==> src/rtl/spi_pkg.sv <==
// rtl/spi_pkg.sv - shared SPI state encoding and idle byte
package spi_pkg;

  typedef enum logic [1:0] {
    S_IDLE  = 2'd0,
    S_LOAD  = 2'd1,
    S_SHIFT = 2'd2
  } spi_state_t;

  // Also driven by the SPI master controller when it has nothing to send.
  localparam logic [7:0] SPI_IDLE_BYTE = 8'hFF;

endpackage

==> src/rtl/spi_tx_fifo.sv <==
// rtl/spi_tx_fifo.sv - byte FIFO feeding the SPI responder transmit shifter
module spi_tx_fifo #(
  parameter int DEPTH = 4
) (
  input  logic       clk,
  input  logic       rst_n,
  input  logic       push_i,
  input  logic [7:0] din_i,
  input  logic       pop_i,
  output logic [7:0] head_o,
  output logic       full_o,
  output logic       empty_o
);

  localparam int AW = $clog2(DEPTH);

  logic [7:0]  mem_q [DEPTH];
  logic [AW:0] wptr_q, wptr_d;
  logic [AW:0] rptr_q, rptr_d;
  logic        do_pop;
  logic        do_push;

  assign empty_o = (wptr_q == rptr_q);
  assign full_o  = (wptr_q[AW] != rptr_q[AW]) && (wptr_q[AW-1:0] == rptr_q[AW-1:0]);
  assign head_o  = mem_q[rptr_q[AW-1:0]];

  // A pop frees the head slot this cycle, so a push while full still lands.
  assign do_pop  = pop_i & ~empty_o;
  assign do_push = push_i & (~full_o | do_pop);

  always_comb begin
    wptr_d = wptr_q;
    rptr_d = rptr_q;
    if (do_push) wptr_d = wptr_q + 1'b1;
    if (do_pop)  rptr_d = rptr_q + 1'b1;
  end

  always_ff @(posedge clk) begin
    if (do_push) mem_q[wptr_q[AW-1:0]] <= din_i;
  end

  always_ff @(posedge clk or negedge rst_n) begin
    if (!rst_n) begin
      wptr_q <= '0;
      rptr_q <= '0;
    end else begin
      wptr_q <= wptr_d;
      rptr_q <= rptr_d;
    end
  end

endmodule

==> src/rtl/spi_responder.sv <==
// rtl/spi_responder.sv - SPI mode-0 target with oversampled pins, RX holding register and TX FIFO
module spi_responder
  import spi_pkg::*;
#(
  parameter int         TX_DEPTH  = 4,
  parameter logic [7:0] IDLE_BYTE = SPI_IDLE_BYTE
) (
  input  logic       clk,
  input  logic       Rst,
  input  logic       spi_sck,
  input  logic       spi_cs,
  input  logic       spi_mosi,
  output logic       spi_miso,
  input  logic [7:0] tx_din,
  input  logic       tx_wr,
  output logic       tx_full,
  output logic       tx_empty,
  output logic [7:0] rx_dout,
  output logic       rx_avail,
  input  logic       rx_rd,
  output logic       rx_overrun,
  output logic       tx_underrun,
  output logic       busy
);

  logic [2:0] sck_q;
  logic [2:0] cs_q;
  logic [1:0] mosi_q;
  logic       sck_rise, sck_fall, cs_rise, cs_fall;

  spi_state_t state_q, state_d;
  logic [2:0] bit_cnt_q, bit_cnt_d;
  logic [7:0] tx_shift_q, tx_shift_d;
  logic [7:0] rx_shift_q, rx_shift_d;
  logic [7:0] rx_dout_q, rx_dout_d;
  logic       rx_avail_q, rx_avail_d;
  logic       rx_overrun_q, rx_overrun_d;
  logic       tx_underrun_q, tx_underrun_d;

  logic       fifo_pop;
  logic [7:0] fifo_head;
  logic       fifo_empty;

  spi_tx_fifo #(.DEPTH(TX_DEPTH)) u_tx_fifo (
    .clk    (clk),
    .rst_n  (Rst),
    .push_i (tx_wr),
    .din_i  (tx_din),
    .pop_i  (fifo_pop),
    .head_o (fifo_head),
    .full_o (tx_full),
    .empty_o(fifo_empty)
  );

  // Stage [1] is the synchronized level, stage [2] its one-cycle-old copy.
  assign sck_rise = sck_q[1] & ~sck_q[2];
  assign sck_fall = ~sck_q[1] & sck_q[2];
  assign cs_fall  = ~cs_q[1] & cs_q[2];
  assign cs_rise  = cs_q[1] & ~cs_q[2];

  always_comb begin
    state_d       = state_q;
    bit_cnt_d     = bit_cnt_q;
    tx_shift_d    = tx_shift_q;
    rx_shift_d    = rx_shift_q;
    rx_dout_d     = rx_dout_q;
    rx_avail_d    = rx_avail_q;
    rx_overrun_d  = rx_overrun_q;
    tx_underrun_d = 1'b0;
    fifo_pop      = 1'b0;

    if (rx_rd) begin
      rx_avail_d   = 1'b0;
      rx_overrun_d = 1'b0;
    end

    case (state_q)
      S_IDLE: begin
        bit_cnt_d = 3'd0;
        if (cs_fall) state_d = S_LOAD;
      end
      S_LOAD: begin
        fifo_pop      = ~fifo_empty;
        tx_shift_d    = fifo_empty ? IDLE_BYTE : fifo_head;
        tx_underrun_d = fifo_empty;
        state_d       = S_SHIFT;
      end
      S_SHIFT: begin
        if (sck_rise) begin
          rx_shift_d = {rx_shift_q[6:0], mosi_q[1]};
          bit_cnt_d  = bit_cnt_q + 3'd1;
          if (bit_cnt_q == 3'd7) begin
            rx_dout_d  = {rx_shift_q[6:0], mosi_q[1]};
            rx_avail_d = 1'b1;
            if (rx_avail_q && !rx_rd) rx_overrun_d = 1'b1;
          end
        end else if (sck_fall) begin
          if (bit_cnt_q != 3'd0) tx_shift_d = {tx_shift_q[6:0], 1'b0};
          else                   state_d    = S_LOAD;
        end
      end
      default: state_d = S_IDLE;
    endcase

    // Deselect abandons any partial byte and any loaded-but-unsent TX byte.
    if (cs_rise) begin
      state_d       = S_IDLE;
      bit_cnt_d     = 3'd0;
      fifo_pop      = 1'b0;
      tx_underrun_d = 1'b0;
    end
  end

  always_ff @(posedge clk or negedge Rst) begin
    if (!Rst) begin
      sck_q         <= 3'b000;
      cs_q          <= 3'b111;
      mosi_q        <= 2'b00;
      state_q       <= S_IDLE;
      bit_cnt_q     <= 3'd0;
      tx_shift_q    <= 8'h00;
      rx_shift_q    <= 8'h00;
      rx_dout_q     <= 8'h00;
      rx_avail_q    <= 1'b0;
      rx_overrun_q  <= 1'b0;
      tx_underrun_q <= 1'b0;
    end else begin
      sck_q         <= {sck_q[1:0], spi_sck};
      cs_q          <= {cs_q[1:0], spi_cs};
      mosi_q        <= {mosi_q[0], spi_mosi};
      state_q       <= state_d;
      bit_cnt_q     <= bit_cnt_d;
      tx_shift_q    <= tx_shift_d;
      rx_shift_q    <= rx_shift_d;
      rx_dout_q     <= rx_dout_d;
      rx_avail_q    <= rx_avail_d;
      rx_overrun_q  <= rx_overrun_d;
      tx_underrun_q <= tx_underrun_d;
    end
  end

  assign spi_miso    = (state_q == S_SHIFT) ? tx_shift_q[7] : 1'b1;
  assign tx_empty    = fifo_empty;
  assign rx_dout     = rx_dout_q;
  assign rx_avail    = rx_avail_q;
  assign rx_overrun  = rx_overrun_q;
  assign tx_underrun = tx_underrun_q;
  assign busy        = ~cs_q[1];

endmodule

==> config.mk <==
export PLATFORM = sky130hd
export DESIGN_NAME = spi_responder
export DESIGN_NICKNAME = d
export VERILOG_FILES = /design/src/rtl/spi_pkg.sv /design/src/rtl/spi_tx_fifo.sv /design/src/rtl/spi_responder.sv
export SDC_FILE = /design/constraint.sdc
export NUM_CORES = 1
export LEC_CHECK = 0
export ABC_AREA = 1
export CAP_MARGIN = 20
export CELL_PAD_IN_SITES_DETAIL_PLACEMENT = 1
export CELL_PAD_IN_SITES_GLOBAL_PLACEMENT = 2
export CORE_UTILIZATION = 37
export DETAILED_ROUTE_END_ITERATION = 8
export PLACE_DENSITY = 0.79
export SYNTH_ARGS = -nofsm -noshare
export SYNTH_HDL_FRONTEND = slang
export SYNTH_SLANG_ARGS = --single-unit
==> constraint.sdc <==
create_clock -name clk -period 2.25 [get_ports clk]
set_input_delay 0.45 -clock clk [delete_from_list [all_inputs] [get_ports clk]]
set_output_delay 0.45 -clock clk [all_outputs]
set_load 0.02 [all_outputs]
==> reports/qor.txt <==
Run status -> complete, no violations
Vias in the first global route -> 2406
Hold Buf Count CTS -> 0
Fin nets -> 392
Design Area, Final -> 3970 um^2
Highest clock rate -> 498 MHz
TritonCTS clock tree -> built
Die Area -> 9420 um^2
CP peak stage delay -> 0.43 ns
TritonCTS Buffers -> 9
HP Class -> primary input to asynchronous set/reset pin
Synth Net Count -> 350
DRT Wirelength -> 6210 um
Max-slew violations -> 0
Vias per Instance -> 4.62
N_diodes -> 0
Netlist cell types -> 31
Die Wd -> 97.1 um
Crit Path Class -> register to output pin
Syn Area/Cell -> 10.3 um^2
Worst-margin pin slew -> 0.632 ns
Total global-route track usage -> 0.154
Critical Path Slowest Stage Cell -> dfrtp_1
Worst Path Max Fanout -> 5
Post-route ant nets -> 0
Sequential-to-total area share from yosys stat -> 0.625
CTS sink count -> 77
Routed WL per cell -> 12.9 um
Number of fill cells in the layout -> 975
Tmin final -> 2.01 ns
Post-synth design cell area -> 3340 um^2
Grt total ovfl -> 0
# setup viols final -> 0
Final Hold Vio Count -> 0
Final Cycle Share -> 0.892
Syn Inst Count -> 326
Initial Util -> 0.383
Critical path buffers and inverters -> 3
Peak VDD IR -> 0.408 mV
Endpoint class of the critical path -> output pin
Setup Skew -> 0.0119 ns
Initial antenna violation count -> 0
Post-CTS sizing -> 2
Reg2Reg Depth -> 8
Clk pin slew, worst setup/hold paths -> 0.09 ns
Setup_tns -> 0 ns
Synth area leaders -> dfrtp_1 31%, edfxtp_1 29%, nand2_1 12%
Area of the multi-input gates -> 1100 um^2
DR iter-0 viols -> 43
Post-DP Area -> 3790 um^2
DR pass1 iterations -> 4
Synthesis-to-finish area growth -> 18.7%
GPL Wtd Cong -> 0.733
Rows -> 34
Critical Path AT -> 1.56 ns
Drc violations -> 0
Cells along the critical path -> inv_1 -> nand2_1 -> nand2_1 -> nand3_1 -> inv_1 -> dlygate4sd2_1
Root Buffer Master -> clkbuf_8
# Post-CTS Setup Buffers -> 0
Startpoint class of the critical path -> register
Slew HR -> 0.578
Top cells by count, synth -> 106 x nand2_1, 42 x dfrtp_1, 32 x edfxtp_1
Final Power -> 4680 uW
Top_reg_cell synth -> dfrtp_1
First-pass GRT wire length -> 11500 um
Max-Cap Viols -> 0
Worst skew pair latency -> 0.35 ns
Worst endpoint required time -> 1.80 ns
FF-to-FF End -> u_tx_fifo.mem_q[0][0]
Top-count cell post-synth -> nand2_1
Yosys reg bits -> 77
# IOs -> 30
H-tree depth -> 3
Leak pwr -> 0.00186 uW
Pin count of the biggest net entering global routing -> 30
Die Ht -> 97.1 um
Port bufs -> 29
RSZ-0062 raised after global routing -> no
Bufs on Longest Clock Path -> 2
Share of layout cells above drive strength 1 -> 0.150
YS warnings -> 0
Layout Cells excl Fill -> 481
Synth async-reset ratio -> 0.584
Post-DP HPWL -> 4570 um
Core ar. -> 8720 um^2
Reg area -> 2090 um^2
Origin of the critical flop-to-flop path -> cs_q[2]
Largest area contributor in the netlist -> dfrtp_1
Delay-heaviest family, CP -> buffers and inverters
Via count -> 2222
EDFF count, synth -> 32
Pwr dens -> 1180 nW/um^2
R2R setup slack -> 0.39 ns
Placed Cells -> 465
Synth top area share -> 0.314
==> where the power goes <==
part / internal, uW / switching [uW]
combinational: 645 / 1060
sequential: 1810 / 205
clock: 414 / 543
==> area by class of cell <==
class,instances,area share
Sequential cell,77,0.527
Multi-Input combinational cell,215,0.277
Timing Repair Buffer,39,0.0908
Tap cell,108,0.0340
Clock buffer,9,0.0312
Inverter,26,0.0252
Clock inverter,7,0.0148
==> worst reg2reg max path: stages (launching register included) <==
cell and delay (ns):
dfstp_2 0.53, inv_1 0.04, ha_1 0.19, inv_1 0.08
nand3_1 0.14, nand4_2 0.17, nand2_2 0.12, nor2_1 0.11
buf_4 0.18
==> registers in the layout (all words and copies together), names as in the netlist <==
signal and flops:
state_q 2, mosi_q 2, u_tx_fifo.rptr_q 3, tx_shift_q 8, u_tx_fifo.wptr_q 3, rx_avail 1, u_tx_fifo.mem_q 32, rx_dout 8
rx_shift_q 7, bit_cnt_q 3, tx_underrun 1, cs_q 3, rx_overrun 1, sck_q 3
==> worst max-delay path by stage <==
stage	from	end	slack, ns	depth (start not counted)
after floorplan	cs_q[2]	u_tx_fifo.mem_q[0][0]	0.37	7
after global placement	u_tx_fifo.wptr_q[1]	tx_empty	0.37	6
after detailed placement	u_tx_fifo.wptr_q[1]	tx_empty	0.33	6
after CTS	state_q[0]	spi_miso	0.007	4
after global routing	u_tx_fifo.wptr_q[1]	tx_empty	0.09	6
final	u_tx_fifo.wptr_q[1]	tx_empty	0.24	6
==> cells by family (layout without fill, tap and decap cells) <==
group	count (synthesis)	in the layout	share of synthesized area
AOI/OAI and AO/OA	16	16	0.0251
adders and majority gates	9	9	0.0337
buffers and inverters	34	81	0.0457
and+or+nand+nor	180	180	0.237
DFF	77	77	0.625
muxes	7	7	0.0236
xor gates and xnor gates	3	3	0.0101
==> routing by layer <==
layer,GRT usage,vias up,wire [um]
li1,-,1135,-
met1,0.192,1041,2970
met4,0.0758,0,138
met5,0,-,0
met3,0.0331,10,164
met2,0.254,36,2940
==> stage by stage <==
| stage | util | hold slack, ns | worst slack [ns] |
|---|---|---|---|
| 6_report | 0.455 | 0.108 | 0.242 |
| 5_1_grt | 0.455 | 0.144 | 0.0943 |
| 4_1_cts | 0.455 | 0.118 | 0.00694 |
| 3_5_place_dp | 0.434 | 0.337 | 0.331 |
| 3_3_place_gp | 0.434 | 0.339 | 0.373 |
| 2_1_floorplan | - | 0.154 | 0.368 |
==> layout by cell type (no fill, tap or decap), types with 2 or more instances in the layout <==
cell type	netlist	layout
clkdlybuf4s50_1	0	25
dlygate4sd2_1	0	2
inv_1	22	22
clkinv_4	0	3
buf_4	3	10
nand2_2	6	6
ha_1	9	9
nor2_2	3	3
nor2_1	27	27
nand3_1	31	31
o21ai_0	13	13
inv_2	3	3
dfrtp_1	42	42
edfxtp_1	32	32
mux2_2	7	7
dfstp_2	3	3
nand2_1	106	106
clkbuf_8	0	9
(Power assumes the default switching activity.)
